$ cat config.mk
export PLATFORM = sky130hd
export DESIGN_NAME = toy_fp_issue_buf
export DESIGN_NICKNAME = d
export VERILOG_FILES = /design/src/rtl/toy_pack.sv /design/src/rtl/toy_sync_fifo.sv /design/src/rtl/toy_fp_issue_buf.sv
export SDC_FILE = /design/constraint.sdc
export NUM_CORES = 1
export LEC_CHECK = 0
export CORE_MARGIN = 2
export CORE_UTILIZATION = 40
export DETAILED_ROUTE_END_ITERATION = 7
export PLACE_DENSITY = 0.61
export SYNTH_ARGS = -nofsm -noshare
export SYNTH_HDL_FRONTEND = slang
export SYNTH_SLANG_ARGS = --single-unit
$ cat constraint.sdc
create_clock -name clk -period 4.49 [get_ports clk]
set_input_delay 0.449 -clock clk [delete_from_list [all_inputs] [get_ports clk]]
set_output_delay 0.449 -clock clk [all_outputs]
set_load 0.02 [all_outputs]
$ cat src/rtl/toy_pack.sv
// toy_pack: shared types for the FP issue buffer (instruction payload, FSM states)
package toy_pack;
    localparam int INST_IDX_WIDTH = 4;
    typedef struct packed {
        logic [3:0]                op;
        logic [7:0]                imm;
        logic [INST_IDX_WIDTH-1:0] inst_idx;
    } eu_pkg;
    typedef enum logic [1:0] {IDLE, REQ, WAIT} fsm_e;
endpackage

$ cat src/rtl/toy_sync_fifo.sv
// toy_sync_fifo: DEPTH-entry payload FIFO with wrap-bit pointers and flush clear
// Ports: clk/rst, flush (clear pointers), push/wdata, pop/rdata (head),
//        full, empty, count (entries held)
module toy_sync_fifo
    import toy_pack::*;
#(
    parameter int DEPTH = 4,
    localparam int AW = $clog2(DEPTH)
) (
    input  logic        clk,
    input  logic        rst,
    input  logic        flush,
    input  logic        push,
    input  eu_pkg       wdata,
    input  logic        pop,
    output eu_pkg       rdata,
    output logic        full,
    output logic        empty,
    output logic [AW:0] count
);
    eu_pkg       mem_q [DEPTH];
    logic [AW:0] wptr_q, rptr_q;
    logic        wr_en, rd_en;

    assign wr_en = push & !full & !flush;
    assign rd_en = pop & !empty & !flush;

    always_ff @(posedge clk) begin
        if (rst || flush) begin
            wptr_q <= '0;
            rptr_q <= '0;
        end else begin
            if (wr_en) wptr_q <= wptr_q + (AW+1)'(1);
            if (rd_en) rptr_q <= rptr_q + (AW+1)'(1);
        end
    end

    always_ff @(posedge clk) begin
        if (wr_en) mem_q[wptr_q[AW-1:0]] <= wdata;
    end

    // Same index with differing wrap bits means the writer has lapped the reader.
    assign full  = (wptr_q[AW] != rptr_q[AW]) && (wptr_q[AW-1:0] == rptr_q[AW-1:0]);
    assign empty = wptr_q == rptr_q;
    assign count = wptr_q - rptr_q;
    assign rdata = mem_q[rptr_q[AW-1:0]];
endmodule

$ cat src/rtl/toy_fp_issue_buf.sv
// toy_fp_issue_buf: in-order single-in-flight issue buffer for an FP execution unit
// Ports: in_vld/in_rdy/in_pld (dispatch push), flush, fp_vld/fp_rdy/fp_pld (issue),
//        fp_inst_commit_en/fp_reg_inst_idx (completion), occupancy, busy,
//        err_idx / err_timeout (sticky error flags)
module toy_fp_issue_buf
    import toy_pack::*;
#(
    parameter int DEPTH   = 4,
    parameter int TIMEOUT = 16,
    localparam int AW = $clog2(DEPTH),
    localparam int TW = $clog2(TIMEOUT + 1)
) (
    input  logic                      clk,
    input  logic                      rst,
    input  logic                      in_vld,
    output logic                      in_rdy,
    input  eu_pkg                     in_pld,
    input  logic                      flush,
    output logic                      fp_vld,
    input  logic                      fp_rdy,
    output eu_pkg                     fp_pld,
    input  logic                      fp_inst_commit_en,
    input  logic [INST_IDX_WIDTH-1:0] fp_reg_inst_idx,
    output logic [AW:0]               occupancy,
    output logic                      busy,
    output logic                      err_idx,
    output logic                      err_timeout
);
    fsm_e                      state_q, state_d;
    logic [INST_IDX_WIDTH-1:0] inflight_q, inflight_d;
    logic [TW-1:0]             wcnt_q, wcnt_d;
    logic                      err_idx_q, err_idx_d, err_to_q, err_to_d;
    logic                      full, empty, push, issue, timeout, more;
    eu_pkg                     head;

    assign push  = in_vld & in_rdy;
    assign issue = fp_vld & fp_rdy;

    toy_sync_fifo #(.DEPTH(DEPTH)) u_fifo (
        .clk   (clk),
        .rst   (rst),
        .flush (flush),
        .push  (push),
        .wdata (in_pld),
        .pop   (issue),
        .rdata (head),
        .full  (full),
        .empty (empty),
        .count (occupancy)
    );

    always_ff @(posedge clk) begin
        if (rst) begin
            state_q    <= IDLE;
            inflight_q <= '0;
            wcnt_q     <= '0;
            err_idx_q  <= 1'b0;
            err_to_q   <= 1'b0;
        end else begin
            state_q    <= state_d;
            inflight_q <= inflight_d;
            wcnt_q     <= wcnt_d;
            err_idx_q  <= err_idx_d;
            err_to_q   <= err_to_d;
        end
    end

    // A completion only closes the wait; a silent unit is abandoned after TIMEOUT cycles.
    assign timeout = (state_q == WAIT) && !fp_inst_commit_en && (wcnt_q == TW'(TIMEOUT - 1));
    // WAIT never pops, so post-event occupancy is the current count plus this cycle's push.
    assign more    = !flush && (!empty || push);

    always_comb begin
        state_d    = state_q;
        inflight_d = inflight_q;
        wcnt_d     = wcnt_q;
        err_to_d   = err_to_q | timeout;
        err_idx_d  = err_idx_q | (fp_inst_commit_en &
                     ((state_q != WAIT) | (fp_reg_inst_idx != inflight_q)));
        case (state_q)
            IDLE: state_d = (!empty && !flush) ? REQ : IDLE;
            REQ: begin
                if (flush) begin
                    state_d = IDLE;
                end else if (issue) begin
                    state_d    = WAIT;
                    inflight_d = head.inst_idx;
                    wcnt_d     = '0;
                end
            end
            WAIT: begin
                if (fp_inst_commit_en || timeout) state_d = more ? REQ : IDLE;
                else wcnt_d = wcnt_q + TW'(1);
            end
            default: state_d = IDLE;
        endcase
    end

    always_comb begin
        in_rdy      = !rst && !full && !flush;
        fp_vld      = (state_q == REQ) && !flush;
        fp_pld      = head;
        busy        = (occupancy != '0) || (state_q != IDLE);
        err_idx     = err_idx_q;
        err_timeout = err_to_q;
    end
endmodule
==> reports/results.tsv <==
stage	metric	value	unit
clock_network	cts_hold_buffers	0	
synth	syn_nets	244	
cells_and_area	synthToLayoutAreaGrowth	23.7	%
clock_network	post_cts_resized	0	
clock_network	clk_pin_slew	0.09	ns
setup_path	crit_type	flip-flop to primary output	
clock_network	h-tree-depth	3	
floorplanning	dieHeight	96.7	um
floorplanning	dieArea	9340	um2
sta	tightest_slew	1.11	ns
route	drt_wl_total	5890	um
clock_network	root_buffer	clkbuf_8	
setup_path	rr_endpoint	u_fifo.mem_q[0][2]$_DFFE_PP_	
global_routing	grt_pass1_vias	1842	
clock_network	post_cts_buffers	0	
placement	dp_hpwl	3790	um
sta	grt_setup_unrepaired	no	
pwr	peakVddDrop	261	uV
synth	synth_top_area_share	56.0	%
global_routing	overflow	0	
setup_path	critPathRequiredTime	4.04	ns
min_path	min_from	wcnt_q[4]$_SDFFE_PP0P_	
sta	fin_crit	3.10	ns
synth	synth_cells	208	
setup_path	worst-endpoint-arrival	2.65	ns
min_path	whs_endpoint	wcnt_q[4]$_SDFFE_PP0P_	
route	first_iter_violations	76	
pwr	p_leak	1.45	nW
synth	ys_types	36	
route	wl_per_cell	15.9	um
setup_path	startpoint	u_fifo.wptr_q[0]$_SDFFE_PP0P_	
global_routing	grt_util_all_layers	13.3	%
cells_and_area	drive_above_1_share	12.5	%
sta	finalHoldViolCount	0	
min_path	hp-class	flip-flop to flip-flop	
clock_network	cts.sinks	85	
cells_and_area	utilization	51.5	%
synth	syn_avg_cell_area	16.5	um2
sta	period_share	69.0	%
pwr	total_power	1.52	mW
setup_path	reg2reg_slack	2.08	ns
route	drcViolationCount	0	
synth	synth.ff_latch_count	85	
sta	setup_viol	0	
floorplanning	chipWidth	96.7	um
route	vias_per_cell	5.04	
synth	synth_top_area_cell	edfxtp_1	
cells_and_area	final_nets	297	
outcome	outcome	finished clean	
synth	syn-cell-area	3430	um2
sta	drv_slew	0	
sta	fmax	323	MHz
setup_path	startpoint_type	flip-flop	
sta	tns	0	ns
setup_path	timing.rr.start	u_fifo.wptr_q[0]$_SDFFE_PP0P_	
synth	seq_area_frac_synth	68.2	%
synth	yosys_warnings	0	
global_routing	grt_pass1_wl	9620	um
floorplanning	initial_core_util	41.6	%
synth	synth_area_leaders	edfxtp_1 (56%), dfxtp_1 (12%), mux4_2 (10%)	
run	drv_cap	0	
global_routing	grt_max_degree	17	
sta	timing.hold.ws	0.474	ns
setup_path	path_max_fanout	5	
floorplanning	placementRows	33	
clock_network	insertion_delay	0.35	ns
route	postRouteAntennaNets	0	
clock_network	numCtsBuffers	9	
pwr	p_per_area	357	nW/um2
setup_path	ff2ff_path_depth	5	
placement	place_worst_setup_slack	1.59	ns
floorplanning	ios	50	
sta	fin_ws	1.39	ns
sta	relSlewSlack	25.7	%
clock_network	clock_path_buffers	2	
sta	clock_skew	0.0107	ns
floorplanning	coreArea	8260	um2
global_routing	antenna_found_initial	0	
cells_and_area	fillers	706	
setup_path	critPathCaptureType	primary output	
placement	port_buffers	49	
route	vias	1866	
cells_and_area	diodes	0	
min_path	hold_path_depth	2	
clock_network	cts_tree	yes	
placement	gp_congestion	0.755	
route	drtPass1Iterations	4	
==> state kept, by name, summed over array words and instances, names as in the netlist, named ones only <==
| register | flops |
|---|---|
| u_fifo.mem_q | 64 |
| inflight_q | 4 |
| err_idx | 1 |
| err_timeout | 1 |
| u_fifo.rptr_q | 3 |
| u_fifo.wptr_q | 3 |
| wcnt_q | 5 |
| state_q | 2 |
==> power breakdown <==
part | internal (mW) | leakage, nW | switching [mW] | total, mW
Sequential | 0.851 | 0.748 | 0.00338 | 0.855
Clock | 0.316 | 0.110 | 0.267 | 0.583
Combinational | 0.0421 | 0.595 | 0.0381 | 0.0801
Total | 1.21 | 1.45 | 0.308 | 1.52
==> placed cells by master (no fill, tap or decap), types with 2 or more instances in the layout <==
cell type and instances:
a21oi_1 7, a31oi_1 2, and2_1 3, bufinv_16 2
clkbuf_8 9, clkdlybuf4s50_1 49, clkinv_4 2, dfxtp_1 21
edfxtp_1 64, ha_1 9, inv_1 12, inv_6 2
mux2i_1 11, mux4_2 16, nand2_1 10, nand2b_1 3
nand3_1 5, nor2_1 6, nor3b_1 2, nor4b_1 2
o2111ai_1 2, o21ai_0 3, or3_1 4, xnor2_1 2
xor2_1 3
==> worst max-delay path, cell delays in order, from the launching register on <==
cell and delay [ns]:
dfxtp_1 0.41, inv_1 0.10, ha_1 0.20, fa_1 0.40, xnor2_1 0.16, or4_1 0.48
clkdlybuf4s50_1 0.55
==> cells in the mapped netlist (all sizes together) <==
master   count
ha           9
fa           1
xnor2        3
mux4        16
a31oi        2
nand4bb      1
edfxtp      64
buf          4
nand2       10
nor3         1
nor3b        2
or4b         1
a41oi        1
and3         1
nor2         6
xor2         3
o211a        1
o21a         1
o21ai        3
mux2i       11
a311oi       1
nand2b       3
nor4b        2
and2         3
o2111ai      2
or4          1
a21oi        7
nand3        5
dfxtp       21
o21bai       1
inv         12
or3          4
and2b        1
clkbuf       4
==> routing by layer <==
layer,vias to the layer above,global-route usage [%],wire (um)
li1,904,-,-
met1,904,17.3,2680
met2,53,20.7,2830
met3,5,5.42,319
met4,0,3.90,70
met5,-,0,0
==> layout make-up <==
| type | instances | area, um2 | share of cell area (%) |
|---|---|---|---|
| timing repair buffer | 50 | 498 | 11.7 |
| sequential | 85 | 2340 | 55.1 |
| multi-input combinational | 103 | 1010 | 23.9 |
| tap | 105 | 131 | 3.09 |
| inverter | 12 | 45.0 | 1.06 |
| clock buffer | 9 | 124 | 2.92 |
| clock inverter | 6 | 95.1 | 2.24 |
==> kinds of logic (layout without fill, tap and decap cells) <==
| family | Yosys count | in the layout | share of synthesized area [%] |
|---|---|---|---|
| fa+ha+maj | 10 | 10 | 3.86 |
| buf+inv | 20 | 77 | 2.29 |
| compound gates | 19 | 19 | 3.57 |
| simple gates | 41 | 41 | 6.63 |
| xor+xnor | 6 | 6 | 1.75 |
| flops | 85 | 85 | 68.2 |
| mux | 27 | 27 | 13.7 |
==> how the worst max path moves through the flow <==
stage / end / depth (start not counted)
global route: fp_pld[5] / 2
finish: busy / 6
detailed placement: u_fifo.mem_q[0][7]$_DFFE_PP_ / 5
floorplan: busy / 5
global placement: u_fifo.mem_q[0][7]$_DFFE_PP_ / 5
CTS: fp_pld[1] / 2
==> stage by stage <==
step	instances	instance area, um2
floorplan	208	3430
global placement	355	4030
detailed placement	355	4030
CTS	370	4250
global route	370	4250
finish	370	4250
(Power assumes the default switching activity.)
==> RTL change, RTL diff (same settings) <==
`INST_IDX_WIDTH`: 4 -> 3.
--- a/src/rtl/toy_pack.sv
+++ b/src/rtl/toy_pack.sv
@@ -1,6 +1,6 @@
 // toy_pack: shared types for the FP issue buffer (instruction payload, FSM states)
 package toy_pack;
-    localparam int INST_IDX_WIDTH = 4;
+    localparam int INST_IDX_WIDTH = 3;
     typedef struct packed {
         logic [3:0]                op;
         logic [7:0]                imm;
Ports: changed (resized fp_pld, fp_reg_inst_idx and in_pld); port bits go from 50 to 47. The function was not compared with the original's and may differ.
==> RTL change against the unedited design <==
  * Count of clock-buffer cells in the layout grew 2
  * Synthesized area fell by 4.1%
  * Final area is 4.5% lower
  * Wire length fell by 5.3%
  * Sequential cell count shrank 5
  * Power is 4.9% lower
  * Combinational power is 3.1% lower
  * Sequential share of layout area fell by 0.84 points
  * Clock power shrank 3.8%
  * Hold slack worse by 0.0059 ns
  * Die area is 3.9% lower
  * Worst setup slack got worse by 0.085 ns
  * First-iteration DRC count rose by 11%
==> RTL change: results (changes against the unedited design) <==
outcome:
  outcome: "completed"
timing:
  worst_pin_slew_ns: 1.16  # +0.0516 ns
  finalClockSkew_ns: 0.00803  # -0.00269 ns
layout:
  clk_share_pct: 5.21  # +0.060 points
  largest_register_ffs: 60  # -6.3%
  inv_count: 10  # -2
  multi_input_area_share_pct: 24.8  # +0.95 points
  final.fill_count: 705  # -0.14%
  seqCellArea_mm2: 0.00220  # -6.0%
  finish.net_count: 285  # -4.0%
  clock_buffers: 11  # +2
  signal_buffers: 47  # -6.0%
logic_synthesis:
  synth_edf_count: 60  # -6.3%
  synth_compound_area_share_pct: 4.22  # +0.65 points
  ys_types: 39  # +8.3%
  yosys-top-cells-area: "edfxtp_1, dfxtp_1, mux4_2"
  synth_xor_area_share_pct: 1.82  # +0.074 points
  syn_nets: 234  # -4.1%
  synthMuxAreaShare_pct: 13.0  # -0.71 points
  ys_top_cells_by_count: "edfxtp_1, dfxtp_1, mux4_2, nand2_1, inv_1"
power:
  irDropWorstVdd_uv: 194  # -26%
  leakage_nw: 1.34  # -7.8%
  pg_seq_w: 0.000805  # -5.8%
  power.switching_w: 0.000287  # -6.8%
  pwr.group.clock_w: 0.000561  # -3.8%
cts:
  cts_buffers: 9  # unchanged
  cts_sinks: 80  # -5.9%
setup_path:
  critPathSlowestCell: "or4_2"
  max_stage_delay_ns: 0.62  # +0.07 ns
  crit_arrival_ns: 2.74  # +0.09 ns
routing:
  vias_per_cell: 4.99  # -1.1%
  wl_um: 5580  # -5.3%
  drt_iter0_drc: 84  # +11%
  wl_met1_um: 2670  # -0.26%
  met2_wirelength_um: 2600  # -8.2%
  wl_met3_um: 220  # -31%
grt:
  use_met1_pct: 18.9  # +1.6 points
  globalRouteMet3Util_pct: 3.43  # -2.0 points
  grt_pass1_wl_um: 8700  # -9.5%
  grt_usage_pct: 13.5  # +0.20 points
  grtUsageMet2_pct: 19.4  # -1.3 points
  grt_pass1_vias: 1690  # -8.3%
place:
  place_congestion: 0.734  # -2.7%
  io_buffers: 46  # -6.1%
  dp_hpwl_um: 3690  # -2.5%
-- RTL change: changes by cell type after synthesis, moves of 3 or more --
cell      delta
edfxtp_1     -4
nand2_1      +5
o21ai_0      -3
nand2b_1     -3
-- RTL change: worst paths after layout --
check / start / to / slack, ns
worst max-delay path: u_fifo.wptr_q[0] / busy / 1.31
worst min-delay path: inflight_q[1] / inflight_q[1] / 0.47
worst max register to register: u_fifo.wptr_q[0] / u_fifo.mem_q[2][12] / 2.13
worst min register to register: inflight_q[1] / inflight_q[1] / 0.47
-- RTL change: metrics by stage --
stage / setup slack, ns / instances / total power, W / util (%) / instance area, µm²
2_1_floorplan: 2.07 / 200 / 0.000853 / - / 3290
3_3_place_gp: 1.67 / 345 / 0.000899 / 47.5 / 3840
3_5_place_dp: 1.63 / 345 / 0.000900 / 47.5 / 3840
4_1_cts: 1.27 / 361 / 0.00146 / 50.1 / 4060
5_1_grt: 1.16 / 361 / 0.00149 / 50.1 / 4060
6_report: 1.31 / 361 / 0.00144 / 50.1 / 4060
